**src/rtl/core_pkg.sv**
```systemverilog
// ============================================================================
//  Module : core_pkg
//  Brief  : Shared types and constants for the decode-stage hazard scheduler.
//  Rev    : 1.0
// ============================================================================
`default_nettype none

package core_pkg;

  localparam int HAZ_PIPE_DEPTH = 3;
  localparam int REG_ADDR_WIDTH = 5;
  localparam int NUM_REGS       = 32;

  typedef enum logic [0:0] {
    HZ_RUN   = 1'b0,
    HZ_FLUSH = 1'b1
  } hz_state_e;

  typedef struct packed {
    logic                      valid;
    logic [REG_ADDR_WIDTH-1:0] rd;
  } hz_slot_t;

endpackage

`default_nettype wire

```
**src/rtl/hazard_slot_pipe.sv**
```systemverilog
// ============================================================================
//  Module : hazard_slot_pipe
//  Brief  : Shift pipe of in-flight destination registers (slot0 = EX).
//  Rev    : 1.0
// ============================================================================
`default_nettype none

module hazard_slot_pipe
  import core_pkg::*;
#(
  parameter int DEPTH = HAZ_PIPE_DEPTH
) (
  input  logic                      clk,
  input  logic                      rst,
  input  logic                      adv_i,
  input  hz_slot_t                  new_i,
  output hz_slot_t [DEPTH-1:0]      slots_o,
  output logic     [NUM_REGS-1:0]   busy_o
);

  hz_slot_t [DEPTH-1:0] slots_q;

  // The oldest slot falls off the top on advance: that is the WB retire.
  always_ff @(posedge clk) begin
    if (rst) begin
      slots_q <= '0;
    end else if (adv_i) begin
      slots_q <= {slots_q[DEPTH-2:0], new_i};
    end
  end

  always_comb begin
    busy_o = '0;
    for (int k = 0; k < DEPTH; k++) begin
      if (slots_q[k].valid) begin
        busy_o[slots_q[k].rd] = 1'b1;
      end
    end
    busy_o[0] = 1'b0;
  end

  assign slots_o = slots_q;

endmodule

`default_nettype wire

```
**src/rtl/id_hazard_scheduler.sv**
```systemverilog
// ============================================================================
//  Module : id_hazard_scheduler
//  Brief  : Decode-stage issue control with RAW/WAW stall and redirect squash.
//  Rev    : 1.0
// ============================================================================
`default_nettype none

module id_hazard_scheduler
  import core_pkg::*;
#(
  parameter int PIPE_DEPTH   = HAZ_PIPE_DEPTH,
  parameter int FLUSH_CYCLES = 1
) (
  input  logic                      clk,
  input  logic                      rst,
  input  logic                      id_valid_i,
  input  logic [REG_ADDR_WIDTH-1:0] rs1_addr_i,
  input  logic [REG_ADDR_WIDTH-1:0] rs2_addr_i,
  input  logic [REG_ADDR_WIDTH-1:0] rd_addr_i,
  input  logic                      use_rs1_i,
  input  logic                      use_rs2_i,
  input  logic                      RegWrite_i,
  input  logic                      ex_ready_i,
  input  logic                      flush_i,
  output logic                      issue_o,
  output logic                      stall_o,
  output logic                      bubble_o,
  output logic [NUM_REGS-1:0]       busy_o
);

  localparam logic [1:0] C_FLUSH_LOAD = 2'(FLUSH_CYCLES);

  hz_state_e                 state_q, state_d;
  logic [1:0]                cnt_q, cnt_d;
  hz_slot_t [PIPE_DEPTH-1:0] slots;
  hz_slot_t                  new_slot;
  logic [NUM_REGS-1:0]       busy;
  logic                      hazard;

  hazard_slot_pipe #(
    .DEPTH (PIPE_DEPTH)
  ) u_pipe (
    .clk     (clk),
    .rst     (rst),
    .adv_i   (ex_ready_i),
    .new_i   (new_slot),
    .slots_o (slots),
    .busy_o  (busy)
  );

  // WB slot is included: the register file does not bypass same-cycle writes.
  always_comb begin
    hazard = 1'b0;
    for (int k = 0; k < PIPE_DEPTH; k++) begin
      if (slots[k].valid && (slots[k].rd != '0)) begin
        if ((use_rs1_i  && (slots[k].rd == rs1_addr_i)) ||
            (use_rs2_i  && (slots[k].rd == rs2_addr_i)) ||
            (RegWrite_i && (slots[k].rd == rd_addr_i))) begin
          hazard = 1'b1;
        end
      end
    end
  end

  always_ff @(posedge clk) begin
    if (rst) begin
      state_q <= HZ_RUN;
      cnt_q   <= 2'd0;
    end else begin
      state_q <= state_d;
      cnt_q   <= cnt_d;
    end
  end

  always_comb begin
    state_d = state_q;
    cnt_d   = cnt_q;
    case (state_q)
      HZ_RUN: begin
        if (flush_i) begin
          state_d = HZ_FLUSH;
          cnt_d   = C_FLUSH_LOAD;
        end
      end
      HZ_FLUSH: begin
        if (flush_i) begin
          cnt_d = C_FLUSH_LOAD;
        end else if (ex_ready_i) begin
          if (cnt_q == 2'd1) begin
            state_d = HZ_RUN;
            cnt_d   = 2'd0;
          end else begin
            cnt_d = cnt_q - 2'd1;
          end
        end
      end
      default: begin
        state_d = HZ_RUN;
        cnt_d   = 2'd0;
      end
    endcase
  end

  // A killed instruction is dropped rather than held, so no stall on flush.
  always_comb begin
    issue_o  = 1'b0;
    stall_o  = 1'b0;
    bubble_o = 1'b0;
    busy_o   = '0;
    if (!rst) begin
      issue_o  = (state_q == HZ_RUN) && id_valid_i && ex_ready_i && !hazard && !flush_i;
      stall_o  = (state_q == HZ_RUN) && !flush_i && id_valid_i && !issue_o;
      bubble_o = ex_ready_i && !issue_o;
      busy_o   = busy;
    end
  end

  always_comb begin
    new_slot       = '0;
    new_slot.valid = issue_o && RegWrite_i && (rd_addr_i != '0);
    new_slot.rd    = rd_addr_i;
  end

endmodule

`default_nettype wire

```
**config.mk**
```make
export PLATFORM = sky130hd
export DESIGN_NAME = id_hazard_scheduler
export DESIGN_NICKNAME = d
export VERILOG_FILES = /design/src/rtl/core_pkg.sv /design/src/rtl/hazard_slot_pipe.sv /design/src/rtl/id_hazard_scheduler.sv
export SDC_FILE = /design/constraint.sdc
export NUM_CORES = 1
export LEC_CHECK = 0
export ABC_AREA = 1
export ABC_CLOCK_PERIOD_IN_PS = 1500
export BUFFER_PORTS_ARGS = -buffer_cell sky130_fd_sc_hd__buf_2
export CORE_MARGIN = 10
export CORE_UTILIZATION = 57
export CTS_BUF_LIST = sky130_fd_sc_hd__clkbuf_2
export CTS_CLUSTER_SIZE = 25
export DETAILED_ROUTE_END_ITERATION = 10
export PLACE_DENSITY = 0.9
export SYNTH_ARGS = -nofsm -noshare
export SYNTH_HDL_FRONTEND = slang
export SYNTH_HIERARCHICAL = 1
export SYNTH_SLANG_ARGS = --single-unit
```
**constraint.sdc**
```tcl
create_clock -name clk -period 1.5 [get_ports clk]
set_input_delay 0.15 -clock clk [delete_from_list [all_inputs] [get_ports clk]]
set_output_delay 0.15 -clock clk [all_outputs]
set_load 0.1 [all_outputs]
```
==> results.cfg, run 1 <==
[clock_tree]
htreeDepth = 1
clockBufferDepth = 2
cts-resized-gates = 192
cts.sinks = 21
clockRootBuffer = clkbuf_2
cts_buffers = 3
postCtsSetupRepairBufs = 6
ctsHoldBuffers = 0

[synthesis]
synth-seq-cells = 21
synthCells = 572
syn_area_mm2 = 0.00272
synth_area_per_cell_um2 = 4.76
ys_types = 25
yosysWarningCount = 6
synth_nets = 596
yosysSeqAreaShare_pct = 15.4

[placement]
gp_routability_congestion = 1.13
portBuffers = 56
place_area_mm2 = 0.00409
dp_hpwl_um = 8540

[floorplan]
io_pins = 58
fp.dieH_um = 89.1
die_w_um = 89.1
initial_core_util_pct = 58.4
rows = 25

[run_status]
haltStage = clock tree synthesis
status = aborted with a tool error
firstError = [ERROR DPL-0038] Utilization greater than 100%, impossible to legalize
==> synth_stat cells (all sizes together) <==
cell	instances	area share, %
dfxtp	21	15
o31ai	1	0.28
o21ai	10	1.8
inv	87	12
a31oi	1	0.23
a211oi	14	3.9
clkbuf	5	0.73
buf	5	1.0
nor3	1	0.18
nor2	124	19
nand4	3	0.69
a21oi	7	1.4
ha	1	0.46
nand3	46	8.8
nand2	245	34
conb	1	0.14
==> logic make-up after synthesis <==
group | share of synthesized area [%]
AO/OA/AOI/OAI | 7.63
adder cells (fa/ha/maj) | 0.459
buffers and inverters | 13.7
flip-flops | 15.4
other | 0.138
AND/OR/NAND/NOR | 62.6
==> through the flow <==
stage / TNS [ns] / std cells / util, % / setup WS (ns) / hold slack [ns]
3_5_place_dp: -1.14 / 705 / 87.7 / -0.113 / 0.466
2_1_floorplan: -0.457 / 572 / - / -0.116 / 0.261
3_3_place_gp: -0.166 / 705 / 87.7 / -0.0658 / 0.445
==> run 2: changes to the inputs <==
--- a/config.mk
+++ b/config.mk
@@ -9,11 +9,9 @@
 export ABC_CLOCK_PERIOD_IN_PS = 1500
 export BUFFER_PORTS_ARGS = -buffer_cell sky130_fd_sc_hd__buf_2
 export CORE_MARGIN = 10
-export CORE_UTILIZATION = 57
-export CTS_BUF_LIST = sky130_fd_sc_hd__clkbuf_2
-export CTS_CLUSTER_SIZE = 25
+export CORE_UTILIZATION = 40
 export DETAILED_ROUTE_END_ITERATION = 10
-export PLACE_DENSITY = 0.9
+export PLACE_DENSITY_LB_ADDON = 0.15
 export SYNTH_ARGS = -nofsm -noshare
 export SYNTH_HDL_FRONTEND = slang
 export SYNTH_HIERARCHICAL = 1
==> results.cfg, run 2 <==
[run_status]
status = complete, but fails checks
violations = slew limit, setup timing

[drt]
avgViaCountPerCell = 5.37
dr.pass1.iters = 5
ant_nets = 0
drt-initial-drc-count = 357
drc = 0
wirelength_um = 12400
num_vias = 4040
wire_per_inst_um = 16.4

[critical_path]
cp-end-kind = primary output
critical_path_arrival_ns = 1.72
cp_max_fo = 8
worst_setup_path_start_kind = flip-flop
worstSetupPathType = flip-flop to primary output
worst_ep_required_time_ns = 1.35

[synthesis]
synth_edf_count = 0
ys_types = 25
synthTopCellsByCount = nand2_1 (241), nor2_1 (110), inv_1 (65)
yosysSeqAreaShare_pct = 15.4
yosysWarningCount = 6
synthCells = 572
synth_flop_cell = dfxtp_1
synth_top_area_share_pct = 33.2
yosys-top-cells-area = nand2_1 (33%), dfxtp_1 (15%), nor2_1 (15%)
synth-seq-cells = 21
synth_area_per_cell_um2 = 4.76
synth_top_area_cell = nand2_1
synth_nets = 596
yosysMostFrequentCell = nand2_1
syn_area_mm2 = 0.00272
synthArstFlopShare_pct = 0

[sta]
finalHoldViolCount = 0
layout_setup_ws_ns = -0.371
holdWs_ns = 0.122
relSlewSlack_pct = -15.7
rsz0062_at_grt = yes
tightest_slew_ns = 1.73
report.final.slew_viol_count = 1
finalSetupViolCount = 35
setup-tns-final_ns = -10.36
fin_crit_sh_pct = 125
period_needed_ns = 1.87
clock_skew_ns = 0.00828
fmax_mhz = 534

[min_path]
min_path_type = input port to flip-flop

[power_and_ir_drop]
p_leak_nw = 2.41
peakVddDrop_v = 0.000458
powerDensity_mw_per_mm2 = 374

[floorplan]
die_w_um = 103
core_mm2 = 0.00672
initial_core_util_pct = 40.5
rows = 30
fp.dieH_um = 103
die_area_mm2 = 0.0105
io_pins = 58

[placement]
portBuffers = 56
pre_cts_ws_ns = -0.134
place_area_mm2 = 0.00422
dp_hpwl_um = 8330
gp_routability_congestion = 1.04

[layout]
fin_area_mm2 = 0.00503
layout_commonest_cell = nand2_1
n_antenna_cell = 0
num-nets-final = 697
drive_above_1_share_pct = 50.0
fillers = 498
final_cell_mix = nand2_1 (191), nor2_4 (63), nor2_1 (51)
largest_reg_flops = 18
syn2layout_area_growth_pct = 84.6

[clock_tree]
clock_latency_ns = 0.27
clockBufferDepth = 2
ctsHoldBuffers = 0
clkTransAtPathRegs_ns = 0.09
htreeDepth = 1
clockRootBuffer = clkbuf_8
cts_buffers = 3
cts_tree = built
cts.sinks = 21

[grt]
grt_pass1_vias = 3511
overflow = 0
grt_max_degree = 27
grt_pass1_wl_um = 17500
grt.total_usage_pct = 20.5
antenna_found_initial = 0

[run]
drv_cap = 0
run 2: cell counts after synthesis:
Identical to the previous run, type by type.
run 2: kinds of logic after synthesis:
| logic type | count (synthesis) | synth area share (%) |
|---|---|---|
| buffers and inverters | 97 | 13.7 |
| flip-flops | 21 | 15.4 |
| adder cells (fa/ha/maj) | 1 | 0.459 |
| AO/OA/AOI/OAI | 33 | 7.63 |
| AND/OR/NAND/NOR | 419 | 62.6 |
| other | 1 | 0.138 |
run 2: power by group:
part	switching, W	internal, W	total (W)
Clock	0.000225	0.000189	0.000413
Combinational	0.000535	0.000289	0.000824
Sequential	0.0000600	0.000583	0.000643
Total	0.000819	0.00106	0.00188
run 2: worst paths after layout:
path	from	endpoint	slack, ns	cells past startpoint
worst min-delay path	rst	u_pipe/slots_o[0]	0.12	2
worst min register to register	cnt_q[1]	cnt_q[1]	0.46	2
worst max register to register	u_pipe/slots_o[1]	u_pipe/slots_o[5]	-0.14	13
worst max-delay path	u_pipe/slots_o[1]	busy_o[2]	-0.37	9
run 2: final cells by class:
type	count	area [um2]	share of cell area, %
tap	80	100	1.99
multi-input combinational	454	2720	54.1
inverter	87	370	7.37
clock inverter	1	7.51	0.149
clock buffer	3	41.3	0.822
sequential	21	477	9.48
timing repair buffer	106	1310	26.1
run 2: metal layers:
| layer | track usage (%) | wire length [um] |
|---|---|---|
| met5 | 0 | 0 |
| met1 | 28.4 | 5070 |
| met4 | 5.31 | 368 |
| met3 | 4.42 | 1080 |
| met2 | 31.2 | 5830 |
run 2: per-stage QoR:
| stage | utilization (%) | cells | total power (W) |
|---|---|---|---|
| after floorplan | - | 572 | 0.00104 |
| after global placement | 62.8 | 741 | 0.00128 |
| after detailed placement | 62.8 | 741 | 0.00129 |
| after CTS | 68.2 | 748 | 0.00177 |
| after global routing | 74.8 | 752 | 0.00198 |
| final | 74.8 | 752 | 0.00188 |
run 2: critical path, cell delays in order (launching register included):
cell and delay [ns]:
dfxtp_4 0.41, buf_4 0.14, nand2_1 0.06, nor2_2 0.12
buf_6 0.16, nand2_1 0.08, nand3_1 0.12, inv_1 0.07
nor2_4 0.10, buf_12 0.18
run 2: timing repair:
action,in CTS,in global routing
buffers inserted,3,4
endpoints found under the setup margin,35,35
pin swaps,28,56
gates resized for setup,104,117
Note: power is estimated with default switching activity, not from simulation.
